==> src/rtl/uart_tx_fifo.sv <==
// Buffered UART transmitter: FIFO in front of a START/DATA/PARITY/STOP serialiser with a runtime baud divisor.
// Latency: a word pushed into an empty FIFO with an idle line starts its start bit one clk later.
// Backpressure: in_ready drops only when the FIFO is full; frames chain back-to-back while words remain.

// Small generic FIFO: first-word-fall-through head, registered pointers and occupancy count.
module uart_tx_fifo_buf #(
  parameter int W  = 8,
  parameter int AW = 4
) (
  input  logic          clk_i,
  input  logic          rst_ni,
  input  logic          push_vld_i,
  input  logic [W-1:0]  push_dat_i,
  output logic          push_rdy_o,
  input  logic          pop_i,
  output logic [W-1:0]  head_dat_o,
  output logic [AW:0]   count_o
);

  localparam int DEPTH = 2 ** AW;

  logic [W-1:0]  mem_q [DEPTH];
  logic [AW-1:0] wr_ptr_q, wr_ptr_d;
  logic [AW-1:0] rd_ptr_q, rd_ptr_d;
  logic [AW:0]   count_q, count_d;
  logic          do_push;
  logic          do_pop;

  // The count never exceeds DEPTH, so its top bit alone marks "full".
  assign push_rdy_o = ~count_q[AW];
  assign do_push    = push_vld_i & push_rdy_o;
  assign do_pop     = pop_i & (count_q != '0);
  assign head_dat_o = mem_q[rd_ptr_q];
  assign count_o    = count_q;

  // Next pointers and occupancy; simultaneous push and pop leave the count alone.
  always_comb begin
    wr_ptr_d = wr_ptr_q;
    rd_ptr_d = rd_ptr_q;
    count_d  = count_q;
    if (do_push) wr_ptr_d = wr_ptr_q + AW'(1);
    if (do_pop)  rd_ptr_d = rd_ptr_q + AW'(1);
    case ({do_push, do_pop})
      2'b10:   count_d = count_q + (AW+1)'(1);
      2'b01:   count_d = count_q - (AW+1)'(1);
      default: count_d = count_q;
    endcase
  end

  // Storage array; contents need no reset because the count gates every read.
  always_ff @(posedge clk_i) begin
    if (do_push) mem_q[wr_ptr_q] <= push_dat_i;
  end

  // Pointer and count registers.
  always_ff @(posedge clk_i or negedge rst_ni) begin
    if (!rst_ni) begin
      wr_ptr_q <= '0;
      rd_ptr_q <= '0;
      count_q  <= '0;
    end else begin
      wr_ptr_q <= wr_ptr_d;
      rd_ptr_q <= rd_ptr_d;
      count_q  <= count_d;
    end
  end

endmodule

module uart_tx_fifo #(
  parameter int DATA_BITS = 8,
  parameter int PARITY    = 0,
  parameter int STOP_BITS = 1,
  parameter int DIV_WIDTH = 16,
  parameter int FIFO_AW   = 4
) (
  input  logic                 clk,
  input  logic                 reset,
  input  logic [DIV_WIDTH-1:0] baud_div,
  input  logic                 in_valid,
  input  logic [DATA_BITS-1:0] in_data,
  output logic                 in_ready,
  output logic                 tx_out,
  output logic                 tx_busy,
  output logic [FIFO_AW:0]     fifo_count
);

  // Reject unsupported frame formats when the design is built.
  if (PARITY < 0 || PARITY > 2) begin : g_bad_parity
    $error("uart_tx_fifo: PARITY must be 0, 1 or 2");
  end
  if (STOP_BITS < 1 || STOP_BITS > 2) begin : g_bad_stop
    $error("uart_tx_fifo: STOP_BITS must be 1 or 2");
  end
  if (DATA_BITS < 5 || DATA_BITS > 9) begin : g_bad_data
    $error("uart_tx_fifo: DATA_BITS must be in 5..9");
  end

  typedef enum logic [2:0] {
    S_IDLE,
    S_START,
    S_DATA,
    S_PARITY,
    S_STOP
  } state_e;

  localparam logic [3:0] DATA_LAST = 4'(DATA_BITS - 1);
  localparam logic [3:0] STOP_LAST = 4'(STOP_BITS - 1);
  localparam logic       PAR_ODD   = (PARITY == 1);
  localparam logic       PAR_EN    = (PARITY != 0);

  state_e                 state_q, state_d;
  logic [DIV_WIDTH-1:0]   div_q, div_d;
  logic [DIV_WIDTH-1:0]   cnt_q, cnt_d;
  logic [3:0]             bit_q, bit_d;
  logic [DATA_BITS-1:0]   shift_q, shift_d;
  logic                   par_q, par_d;
  logic                   tx_q, tx_d;
  logic                   pop;
  logic                   load;
  logic                   bit_end;
  logic [DATA_BITS-1:0]   head_dat;
  logic [FIFO_AW:0]       count;

  uart_tx_fifo_buf #(
    .W  (DATA_BITS),
    .AW (FIFO_AW)
  ) u_fifo (
    .clk_i      (clk),
    .rst_ni     (reset),
    .push_vld_i (in_valid),
    .push_dat_i (in_data),
    .push_rdy_o (in_ready),
    .pop_i      (pop),
    .head_dat_o (head_dat),
    .count_o    (count)
  );

  assign bit_end    = (cnt_q == '0);
  assign tx_out     = tx_q;
  assign tx_busy    = (state_q != S_IDLE);
  assign fifo_count = count;

  // Frame sequencing: every bit lasts div_q+1 cycles; tx_d carries the level of the bit being entered.
  always_comb begin
    state_d = state_q;
    div_d   = div_q;
    cnt_d   = cnt_q;
    bit_d   = bit_q;
    shift_d = shift_q;
    par_d   = par_q;
    tx_d    = tx_q;
    pop     = 1'b0;
    load    = 1'b0;

    case (state_q)
      S_IDLE: begin
        tx_d = 1'b1;
        if (count != '0) load = 1'b1;
      end

      S_START: begin
        if (bit_end) begin
          state_d = S_DATA;
          cnt_d   = div_q;
          bit_d   = '0;
          tx_d    = shift_q[0];
        end else begin
          cnt_d = cnt_q - DIV_WIDTH'(1);
        end
      end

      S_DATA: begin
        if (bit_end) begin
          cnt_d = div_q;
          if (bit_q == DATA_LAST) begin
            bit_d = '0;
            if (PAR_EN) begin
              state_d = S_PARITY;
              tx_d    = par_q;
            end else begin
              state_d = S_STOP;
              tx_d    = 1'b1;
            end
          end else begin
            bit_d   = bit_q + 4'd1;
            tx_d    = shift_q[1];
            shift_d = {1'b0, shift_q[DATA_BITS-1:1]};
          end
        end else begin
          cnt_d = cnt_q - DIV_WIDTH'(1);
        end
      end

      S_PARITY: begin
        if (bit_end) begin
          state_d = S_STOP;
          cnt_d   = div_q;
          bit_d   = '0;
          tx_d    = 1'b1;
        end else begin
          cnt_d = cnt_q - DIV_WIDTH'(1);
        end
      end

      S_STOP: begin
        if (bit_end) begin
          if (bit_q == STOP_LAST) begin
            // Chain straight into the next start bit when a word is waiting.
            if (count != '0) begin
              load = 1'b1;
            end else begin
              state_d = S_IDLE;
              tx_d    = 1'b1;
            end
          end else begin
            bit_d = bit_q + 4'd1;
            cnt_d = div_q;
          end
        end else begin
          cnt_d = cnt_q - DIV_WIDTH'(1);
        end
      end

      default: begin
        state_d = S_IDLE;
        tx_d    = 1'b1;
      end
    endcase

    // Frame start: take the FIFO head and freeze the divisor for the whole frame.
    if (load) begin
      pop     = 1'b1;
      state_d = S_START;
      div_d   = baud_div;
      cnt_d   = baud_div;
      bit_d   = '0;
      shift_d = head_dat;
      par_d   = (^head_dat) ^ PAR_ODD;
      tx_d    = 1'b0;
    end
  end

  // Serialiser state; reset abandons any frame in flight and returns the line to idle-high.
  always_ff @(posedge clk or negedge reset) begin
    if (!reset) begin
      state_q <= S_IDLE;
      div_q   <= '0;
      cnt_q   <= '0;
      bit_q   <= '0;
      shift_q <= '0;
      par_q   <= 1'b0;
      tx_q    <= 1'b1;
    end else begin
      state_q <= state_d;
      div_q   <= div_d;
      cnt_q   <= cnt_d;
      bit_q   <= bit_d;
      shift_q <= shift_d;
      par_q   <= par_d;
      tx_q    <= tx_d;
    end
  end

endmodule
==> config.mk <==
export PLATFORM = sky130hd
export DESIGN_NAME = uart_tx_fifo
export DESIGN_NICKNAME = d
export VERILOG_FILES = /design/src/rtl/uart_tx_fifo.sv
export SDC_FILE = /design/constraint.sdc
export NUM_CORES = 1
export LEC_CHECK = 0
export CORE_MARGIN = 2
export CORE_UTILIZATION = 58
export CTS_CLUSTER_SIZE = 8
export DETAILED_ROUTE_END_ITERATION = 6
export PLACE_DENSITY = 0.73
export SLEW_MARGIN = 30
export SYNTH_ARGS = -nofsm -noshare
export SYNTH_HDL_FRONTEND = slang
export SYNTH_SLANG_ARGS = --single-unit
export TNS_END_PERCENT = 30
==> constraint.sdc <==
create_clock -name clk -period 4.2 [get_ports clk]
set_clock_uncertainty 0.2 [all_clocks]
set_input_delay 0.42 -clock clk [delete_from_list [all_inputs] [get_ports clk]]
set_output_delay 0.42 -clock clk [all_outputs]
set_load 0.02 [all_outputs]
==> impl_metrics.toml, run 1 <==
[floorplan]
pin_count = 35
coreArea_mm2 = 0.01393
initial_core_util_pct = 59.76
rows = 43
fp.dieArea_mm2 = 0.01533
die_y_um = 123.8
die_x_um = 123.8

[sta]
setup_viol = 0
maxSlewViolCount = 0
tns_ns = 0
timing.slew.headroom_pct = 39.70
hold_viol = 0
fin_crit_sh_pct = 81.84
worst_slack_ns = 0.7627
fin_crit_ns = 3.437
grt_setup_unrepaired = "false"
worst_slew_pin_slew_ns = 0.9012
max_freq_mhz = 290.9

[place]
dpl_worst_slack_ns = 0.8394
dp_cells = 794
io_buffers = 34
dp_hpwl_mm = 11.00
gp_congestion = 0.8145

[power_and_ir_drop]
peakVddDrop_uv = 441.3
clockPowerShare_pct = 36.2
p_leak_nw = 3.355
p_sw_share_pct = 26.19
p_int_mw = 3.231
power_density_mw_per_mm2 = 463.8
seq_power_share_pct = 51.0
comb_power_share_pct = 12.8
switchingPower_mw = 1.146

[yosys]
seq_area_frac_synth_pct = 64.50
synth_top_area_cell = "edfxtp_1"
synth.area.top_cells = "edfxtp_1, dfrtp_1, mux4_2"
synthCells = 598
synthArstFlopShare_pct = 32.28
synthesis.nets = 636
ys_types = 62
syn_area_mm2 = 0.008328
synth_top_area_share_pct = 46.15
synth_edf_count = 128
syn_avg_cell_area_um2 = 13.93
synth_ff_type = "edfxtp_1"
synth_warnings = 0
synth-seq-cells = 189

[grt]
overflow = 0
grt_pass1_wl_mm = 26.59
antenna_found_initial = 0
grt_max_degree = 38
grt_pass1_vias = 5135
grt_use_total_pct = 23.65

[cts]
cts_sinks = 189
cts-root-buf = "clkbuf_16"
cts-htree-levels = 4
clock_latency_ns = 0.44
cts_tree = "built"
clk_path_buf_depth = 2
clkSlewWorstSetupHoldPaths_ns = 0.07
cts_buffers = 17

[routing]
via_per_inst = 6.180
wire_per_inst_um = 20.00
drc_errors = 0
ant_nets = 0
dr.pass1.iters = 5
wl_mm = 16.54
vias = 5111
drt_iter0_markers = 461

[layout]
seqCellArea_mm2 = 0.005374
nets = 672
num-fill-cells = 969
utilization_pct = 67.74
drive_gt1_share_pct = 14.84
area_delta_synth_final_pct = 13.34
instances_no_fill = 827
antenna_cells = 0
multiInputGateArea_mm2 = 0.002765

[status]
status = "completed"

[worst_setup_path]
setup.worst_path.end_class = "flop"
r2r_setup_slack_ns = 0.76
crit_start = "u_fifo.count_o[1]"
critPathMaxFanout = 8
cp-start-kind = "flop"
timing.rr.start = "u_fifo.count_o[1]"
timing.rr.end = "u_fifo.count_o[4]"
required_ns = 4.33
crit_type = "flop to flop"
r2r_cells = 13
critPathArrivalTime_ns = 3.57

[min_path]
min_to = "div_q[7]"
hold_depth = 2
min-delay-start = "div_q[7]"
min_path_type = "flop to flop"

[job]
drv_cap = 0
## worst max-delay path by stage
stage	end	slack [ns]	cells past startpoint
6_report	u_fifo.count_o[4]	0.76	13
3_3_place_gp	u_fifo.count_o[4]	1.03	13
2_1_floorplan	u_fifo.count_o[4]	0.87	17
4_1_cts	u_fifo.count_o[4]	0.84	13
5_1_grt	u_fifo.count_o[4]	0.55	13
3_5_place_dp	u_fifo.count_o[4]	0.84	13
## critical path: stages, from the launching register on
cell and delay [ns]:
dfrtp_1 0.47, or3_1 0.42, nor3_1 0.51, nor3_1 0.20, nand2_1 0.15, inv_2 0.05
ha_1 0.28, xor2_1 0.19, ha_1 0.23, a21oi_1 0.18, o21ai_0 0.09, a22oi_1 0.15
nor2_1 0.08, xnor2_1 0.12
## through the flow
stage | area [um^2] | power, mW | hold WS (ns)
6_report | 9439 | 4.378 | 0.2811
5_1_grt | 9439 | 4.552 | 0.3074
4_1_cts | 9438 | 4.409 | 0.2821
3_5_place_dp | 8852 | 2.832 | 0.2638
3_3_place_gp | 8852 | 2.803 | 0.2536
2_1_floorplan | 8328 | 2.647 | -0.07559
## logic make-up (layout without fill, tap and decap cells)
family / after synthesis / in the layout / share of synthesized area, %
buffers and inverters: 45 / 94 / 2.299
AOI/OAI and AO/OA: 104 / 104 / 8.429
muxes: 46 / 46 / 10.55
and+or+nand+nor: 187 / 187 / 10.89
DFF: 189 / 189 / 64.50
adders and majority gates: 11 / 11 / 1.653
xor gates and xnor gates: 16 / 16 / 1.683
## state kept, by name, summed over array words and instances, names as in the netlist
register         cells
u_fifo.count_o       5
tx_out               1
u_fifo.rd_ptr_q      4
div_q               16
u_fifo.wr_ptr_q      4
state_q              3
u_fifo.mem_q       128
bit_q                4
shift_q              8
cnt_q               16
## metal layers
metal	up-vias	part of all wire [%]	global-route usage (%)
li1	2328	-	-
met5	-	0	0
met1	2609	42	29.93
met3	31	4.9	5.357
met2	143	52	40.04
met4	0	1.9	9.091
## what timing repair did
action                                  4_1_cts  5_1_grt
resized for setup                             0        0
buffers inserted                              0        0
endpoints found under the setup margin        0        0
endpoints found under the hold margin        31        0
hold buffers                                  1        0
## power by group through the flow
stage	clock [mW]	combinational [mW]	sequential, mW
2_1_floorplan	0	0.440	2.21
3_3_place_gp	0	0.542	2.26
3_5_place_dp	0	0.559	2.27
4_1_cts	1.61	0.564	2.23
5_1_grt	1.68	0.622	2.25
6_report	1.58	0.560	2.23
## cell usage in the layout (no fill, tap or decap), drive strengths merged, types with 5 or more instances in the layout
| master | n |
|---|---|
| nor2b | 12 |
| a21oi | 18 |
| mux2i | 9 |
| nor2 | 43 |
| edfxtp | 128 |
| inv | 22 |
| nor3 | 13 |
| xnor2 | 12 |
| mux4 | 33 |
| ha | 11 |
| a221o | 9 |
| nand2 | 81 |
| clkdlybuf4s50 | 33 |
| clkbuf | 19 |
| or3 | 5 |
| a31oi | 8 |
| o21ai | 26 |
| buf | 15 |
| dfrtp | 60 |
| a211oi | 16 |
| nand2b | 6 |
## layout make-up
cell class,instances,share of cell area [%]
clock buffer,19,4.586
timing repair buffer,49,4.772
clock inverter,13,1.511
inverter,13,0.5170
multi-input combinational,364,29.29
sequential,189,56.93
tap,180,2.386
## synthesized netlist by cell type (11+ instances only)
master and number:
xnor2_1 12, clkbuf_1 18, nor2_1 43, ha_1 11, nand2_1 80, nor2b_1 12
mux4_2 33, o21ai_0 24, nor3_1 11, a21oi_1 18, a211oi_1 16, inv_1 12
edfxtp_1 128, dfrtp_1 60
No activity file was read; power rests on OpenSTA's default activity.
==> run 2, diff against run 1 <==
==> constraint.sdc (replaced) <==
create_clock -name clk -period 3.37 [get_ports clk]
set_clock_uncertainty 0.2 [all_clocks]
set_input_delay 0.337 -clock clk [delete_from_list [all_inputs] [get_ports clk]]
set_output_delay 0.337 -clock clk [all_outputs]
set_load 0.02 [all_outputs]
==> run 2 against run 1 <==
  * Fmax grew 9.6%
  * Worst setup slack got worse by 0.53 ns
  * Combinational power grew 29%
  * Critical path type unchanged
  * Cell area up 1.2%
  * Sequential share of layout area fell by 0.66 points
  * Via count grew 1.2%
  * Critical path depth is 1 higher
  * Register-to-register slack worse by 0.53 ns
  * Power is 24% higher
  * Non-clock buffer count is 15 higher
  * Critical endpoint unchanged
==> impl_metrics.toml, run 2 (synthesis gave the netlist of run 1 again) <==
[status]
status = "completed"

[sta]
timing.slew.headroom_pct = 37.37
tns_ns = 0
grt_setup_unrepaired = "false"
max_freq_mhz = 318.9
fin_crit_ns = 3.136
hold_viol = 0
setup_viol = 0
fin_crit_sh_pct = 93.05
maxSlewViolCount = 0
worst_slew_pin_slew_ns = 0.9394

[grt]
grt_pass1_wl_mm = 27.13
grt_max_degree = 62
overflow = 0
grt_pass1_vias = 5230
antenna_found_initial = 0
grt_use_total_pct = 24.34

[place]
gp_congestion = 0.8512
dp_hpwl_mm = 11.07
dp_cells = 809
io_buffers = 34
placed_area_mm2 = 0.008977

[layout]
nets = 687
area_delta_synth_final_pct = 14.65
largestRegisters = "u_fifo.mem_q: 128 flops, cnt_q: 16 flops, div_q: 16 flops"
utilization_pct = 68.52
largest_reg_flops = 128
num-fill-cells = 918
seqCellArea_mm2 = 0.005373
final_cell_mix = "edfxtp_1, nand2_1, dfrtp_1"
final_area_mm2 = 0.009548
drive_gt1_share_pct = 16.79
final_common_cell = "edfxtp_1"
top_register = "u_fifo.mem_q"
antenna_cells = 0
multiInputGateArea_mm2 = 0.002768
instances_no_fill = 841

[routing]
wire_per_inst_um = 20.29
via_per_inst = 6.150
dr.pass1.iters = 5
ant_nets = 0
drc_errors = 0
drt_iter0_markers = 610
vias = 5172
wl_mm = 17.06

[worst_setup_path]
critPathMaxFanout = 7
critPathArrivalTime_ns = 3.29
setup.worst_path.end_class = "flop"
crit_path_frequent_cell = "ha_1"
required_ns = 3.52
crit_chain = "inv_1 -> ha_1 -> or3b_2 -> o21ai_2 -> nand2_1 -> inv_2 -> ha_2 -> xor2_1 -> ha_1 -> a21oi_1 -> o21ai_0 -> a22oi_1 -> nor2_1 -> xnor2_1"
worst-path-buf-inv = 2
cpPeakStageDelay_ns = 0.52
crit_type = "flop to flop"
crit_slowest_cell = "or3b_2"
crit_family = "simple AND/OR/NAND/NOR gates"
cp-start-kind = "flop"

[power_and_ir_drop]
p_leak_nw = 3.442
power_mw = 5.408
peakVddDrop_uv = 539.6
power_density_mw_per_mm2 = 566.4

[cts]
clk_path_buf_depth = 2
clock_latency_ns = 0.43
postCtsSetupBuffers = 0
cts_tree = "built"
cts_sinks = 189
cts-htree-levels = 4
clkSlewWorstSetupHoldPaths_ns = 0.07
cts-root-buf = "clkbuf_16"
cts_buffers = 17

[floorplan]
die_x_um = 123.8
fp.dieArea_mm2 = 0.01533
pin_count = 35
initial_core_util_pct = 59.76
die_y_um = 123.8
coreArea_mm2 = 0.01393
rows = 43

[job]
drv_cap = 0

[min_path]
min_path_type = "input pin to flop"
## run 2: where the power goes
| part | leakage [nW] | total (mW) | switching [mW] | internal [mW] |
|---|---|---|---|---|
| Combinational | 1.28 | 0.720 | 0.328 | 0.393 |
| Sequential | 1.88 | 2.77 | 0.180 | 2.59 |
| Clock | 0.280 | 1.92 | 0.882 | 1.03 |
| Total | 3.44 | 5.41 | 1.39 | 4.02 |
## run 2: cell type report
cell class	count	share of cell area [%]
Sequential cell	189	56.27
Inverter	13	0.5111
Multi-Input combinational cell	364	28.99
Clock inverter	13	1.350
Timing Repair Buffer	64	6.028
Tap cell	180	2.359
Clock buffer	18	4.495
## run 2: what timing repair did
action                                  in CTS  in global routing
endpoints found under the setup margin       0                  1
endpoints found under the hold margin       60                  0
hold buffers                                 1                  0
gates resized for setup                      0                  1
## run 2: worst paths after layout
path	endpoint	slack, ns	startpoint	cells past startpoint
min in group asynchronous	cnt_q[5]	0.41	reset	3
min reg2reg	div_q[12]	0.28	div_q[12]	2
max in group asynchronous	u_fifo.rd_ptr_q[0]	2.00	reset	3
min	div_q[6]	0.27	baud_div[6]	3
max	u_fifo.count_o[4]	0.23	bit_q[0]	14
max reg2reg	u_fifo.count_o[4]	0.23	bit_q[0]	14
## run 2: layer usage
metal | vias to the layer above | track usage [%] | share of wire (%)
met5 | - | 0 | 0
met4 | 0 | 8.736 | 1.6
met3 | 22 | 5.403 | 4.1
met1 | 2648 | 29.94 | 41
met2 | 135 | 42.51 | 53
li1 | 2367 | - | -
## run 2: worst register-to-register path, cell delays in order, from the launching register on
cell and delay (ns):
dfrtp_1 0.42, inv_1 0.07, ha_1 0.18, or3b_2 0.52, o21ai_2 0.19, nand2_1 0.13, inv_2 0.11, ha_2 0.26
xor2_1 0.18, ha_1 0.22, a21oi_1 0.08, o21ai_0 0.16, a22oi_1 0.08, nor2_1 0.13, xnor2_1 0.13
## run 2: metrics by stage
step,setup slack (ns),hold slack [ns]
6_report,0.2341,0.2678
4_1_cts,0.1682,0.2586
2_1_floorplan,0.03788,-0.1586
3_5_place_dp,0.2019,0.2654
5_1_grt,0.02219,0.2733
3_3_place_gp,0.3487,0.2540
==> run 3, diff against run 2 <==
--- a/config.mk
+++ b/config.mk
@@ -5,8 +5,10 @@
 export SDC_FILE = /design/constraint.sdc
 export NUM_CORES = 1
 export LEC_CHECK = 0
+export ABC_AREA = 1
 export CORE_MARGIN = 2
 export CORE_UTILIZATION = 58
+export CTS_CLUSTER_DIAMETER = 50
 export CTS_CLUSTER_SIZE = 8
 export DETAILED_ROUTE_END_ITERATION = 6
 export PLACE_DENSITY = 0.73
==> run 3 against run 2 <==
  * Die area grew 3.4%
  * Worst setup slack improved by 0.043 ns
  * Clock-buffer cell count decreased by 1
==> impl_metrics.toml, run 3 <==
[status]
status = "completed"

[yosys]
synthesis.nets = 895
seq_area_frac_synth_pct = 62.33
synth_compound_area_share_pct = 11.46
synth.most_common_cell = "nand2_1"
synthArstFlopShare_pct = 32.28
synth_top_family_by_area = "simple AND/OR/NAND/NOR gates"
synthCells = 857
synth_commonest_cells = "nand2_1, nor2_1, edfxtp_1"
synth_xor_area_share_pct = 2.134
ys_types = 37
synth.area.top_cells = "edfxtp_1, dfrtp_1, nand2_1"
synth_top_area_cell = "edfxtp_1"
yosys.area_share.simple_pct = 18.03
synth_warnings = 0
synthAdderAreaFrac_pct = 1.597
synth_top_area_share_pct = 44.61
syn_avg_cell_area_um2 = 10.05
synth_edf_count = 128
muxShareOfSynthArea_pct = 0.1742
syn_area_mm2 = 0.008617
synth-seq-cells = 189
synth_ff_type = "edfxtp_1"

[layout]
instances_no_fill = 1097
largestRegisters = "u_fifo.mem_q: 128 flops, cnt_q: 16 flops, div_q: 16 flops"
top_register = "u_fifo.mem_q"
drive_gt1_share_pct = 9.091
final_cell_mix = "nand2_1, nor2_1, edfxtp_1"
antenna_cells = 0
nets = 938
area_delta_synth_final_pct = 13.58
final_common_cell = "nand2_1"
largest_reg_flops = 128

[sta]
setup_viol = 0
hold_viol = 0
maxSlewViolCount = 0
worst_slack_ns = 0.2774
worst_slew_pin_slew_ns = 0.8190
fin_crit_ns = 3.093
grt_setup_unrepaired = "false"
fin_crit_sh_pct = 91.77
max_freq_mhz = 323.4
whs_ns = 0.06615
tns_ns = 0
timing.slew.headroom_pct = 45.34

[power_and_ir_drop]
power_density_mw_per_mm2 = 764.0
peakVddDrop_uv = 439.7
p_leak_nw = 3.845

[grt]
grt_use_total_pct = 25.08
grt_pass1_wl_mm = 30.96
grt_pass1_vias = 6159
antenna_found_initial = 0
grt_max_degree = 67
overflow = 0

[routing]
wire_per_inst_um = 17.44
wl_mm = 19.13
via_per_inst = 5.735
drt_iter0_markers = 631
dr.pass1.iters = 5
ant_nets = 0
drc_errors = 0
vias = 6291

[worst_setup_path]
crit_chain = "inv_1 -> ha_1 -> nand3_1 -> nor2_4 -> nand3_2 -> nand2_4 -> nand2_2 -> inv_2 -> ha_1 -> xor2_1 -> ha_1 -> a21o_1 -> nand2_1 -> o21ai_1 -> a21oi_1 -> o21ai_0 -> xor2_1"
cp-start-kind = "flop"
crit_type = "flop to flop"
required_ns = 3.52
setup.worst_path.end_class = "flop"
critPathMaxFanout = 7
critPathArrivalTime_ns = 3.25
cpPeakStageDelay_ns = 0.45
crit_slowest_cell = "dfrtp_1"
crit_path_frequent_cell = "ha_1"

[floorplan]
initial_core_util_pct = 59.29
pin_count = 35
fp.dieArea_mm2 = 0.01585
coreArea_mm2 = 0.01453
die_y_um = 125.9
die_x_um = 125.9
rows = 44

[cts]
clk_path_buf_depth = 2
clock_latency_ns = 0.43
clkSlewWorstSetupHoldPaths_ns = 0.07
cts_tree = "built"
cts-root-buf = "clkbuf_16"
cts_sinks = 189
cts_buffers = 17
cts-htree-levels = 4

[place]
gp_congestion = 0.9541
dpl_worst_slack_ns = 0.2598
dp_hpwl_mm = 12.00
io_buffers = 34
dp_cells = 1064

[min_path]
min_path_type = "input pin to async pin"

[job]
drv_cap = 0
[run 3: worst paths after layout]
path                              start            endpoint  slack [ns]  cells after the start
setup reg to reg               bit_q[0]   u_fifo.count_o[4]        0.28                     17
hold / removal                    reset           div_q[12]        0.07                      2
hold reg to reg                div_q[4]            div_q[4]        0.28                      2
min in group clk           baud_div[12]           div_q[12]        0.27                      3
max in group asynchronous         reset  u_fifo.rd_ptr_q[0]        1.93                      3
setup / recovery               bit_q[0]   u_fifo.count_o[4]        0.28                     17
[run 3: where the power goes]
group          leakage [nW]  switching, mW  internal [mW]  total (mW)
combinational          1.69           1.57          0.869        2.44
clock                 0.287          0.953          0.989        1.94
sequential             1.87          0.264           2.83        3.09
[run 3: area by class of cell]
class,count,area (um^2)
Fill cell,1107,4747
Inverter,54,202.7
Multi-Input combinational cell,579,2878
Clock inverter,15,148.9
Sequential cell,189,5373
Clock buffer,17,425.4
Tap cell,184,230.2
Timing Repair Buffer,59,529.3
[run 3: logic make-up (layout without fill, tap and decap cells)]
| family | count (synthesis) | count (layout) |
|---|---|---|
| muxes | 1 | 1 |
| AOI/OAI and AO/OA | 171 | 171 |
| DFF | 189 | 189 |
| and+or+nand+nor | 375 | 375 |
| adders and majority gates | 11 | 11 |
| xor gates and xnor gates | 21 | 21 |
| buffers and inverters | 89 | 145 |
[run 3: timing repair]
action / 4_1_cts / 5_1_grt
setup endpoints to repair: 0 / 1
endpoints found under the hold margin: 7 / 0
setup buffers: 0 / 0
resized for setup: 0 / 2
hold buffers: 1 / 0
[run 3: per-layer routing]
metal  track usage [%]  part of all wire (%)
met2             43.17                    51
met3             4.673                   5.7
met1             32.81                    42
met4             7.240                   1.4
met5                 0                     0
[run 3: worst max-delay path, delay by kind of cell (launching register included)]
kind,cells,cell delay [ns]
compound gates,4,0.52
flops,1,0.45
buf+inv,2,0.17
xor+xnor,2,0.39
simple gates,6,0.70
fa+ha+maj,3,0.61
[run 3: per-stage QoR]
stage	power, mW	utilization (%)	instance area [um^2]
after CTS	7.493	67.31	9783
final	7.477	67.34	9787
after global routing	7.954	67.34	9787
after floorplan	4.901	-	8617
after global placement	5.439	63.29	9199
after detailed placement	5.546	63.29	9199
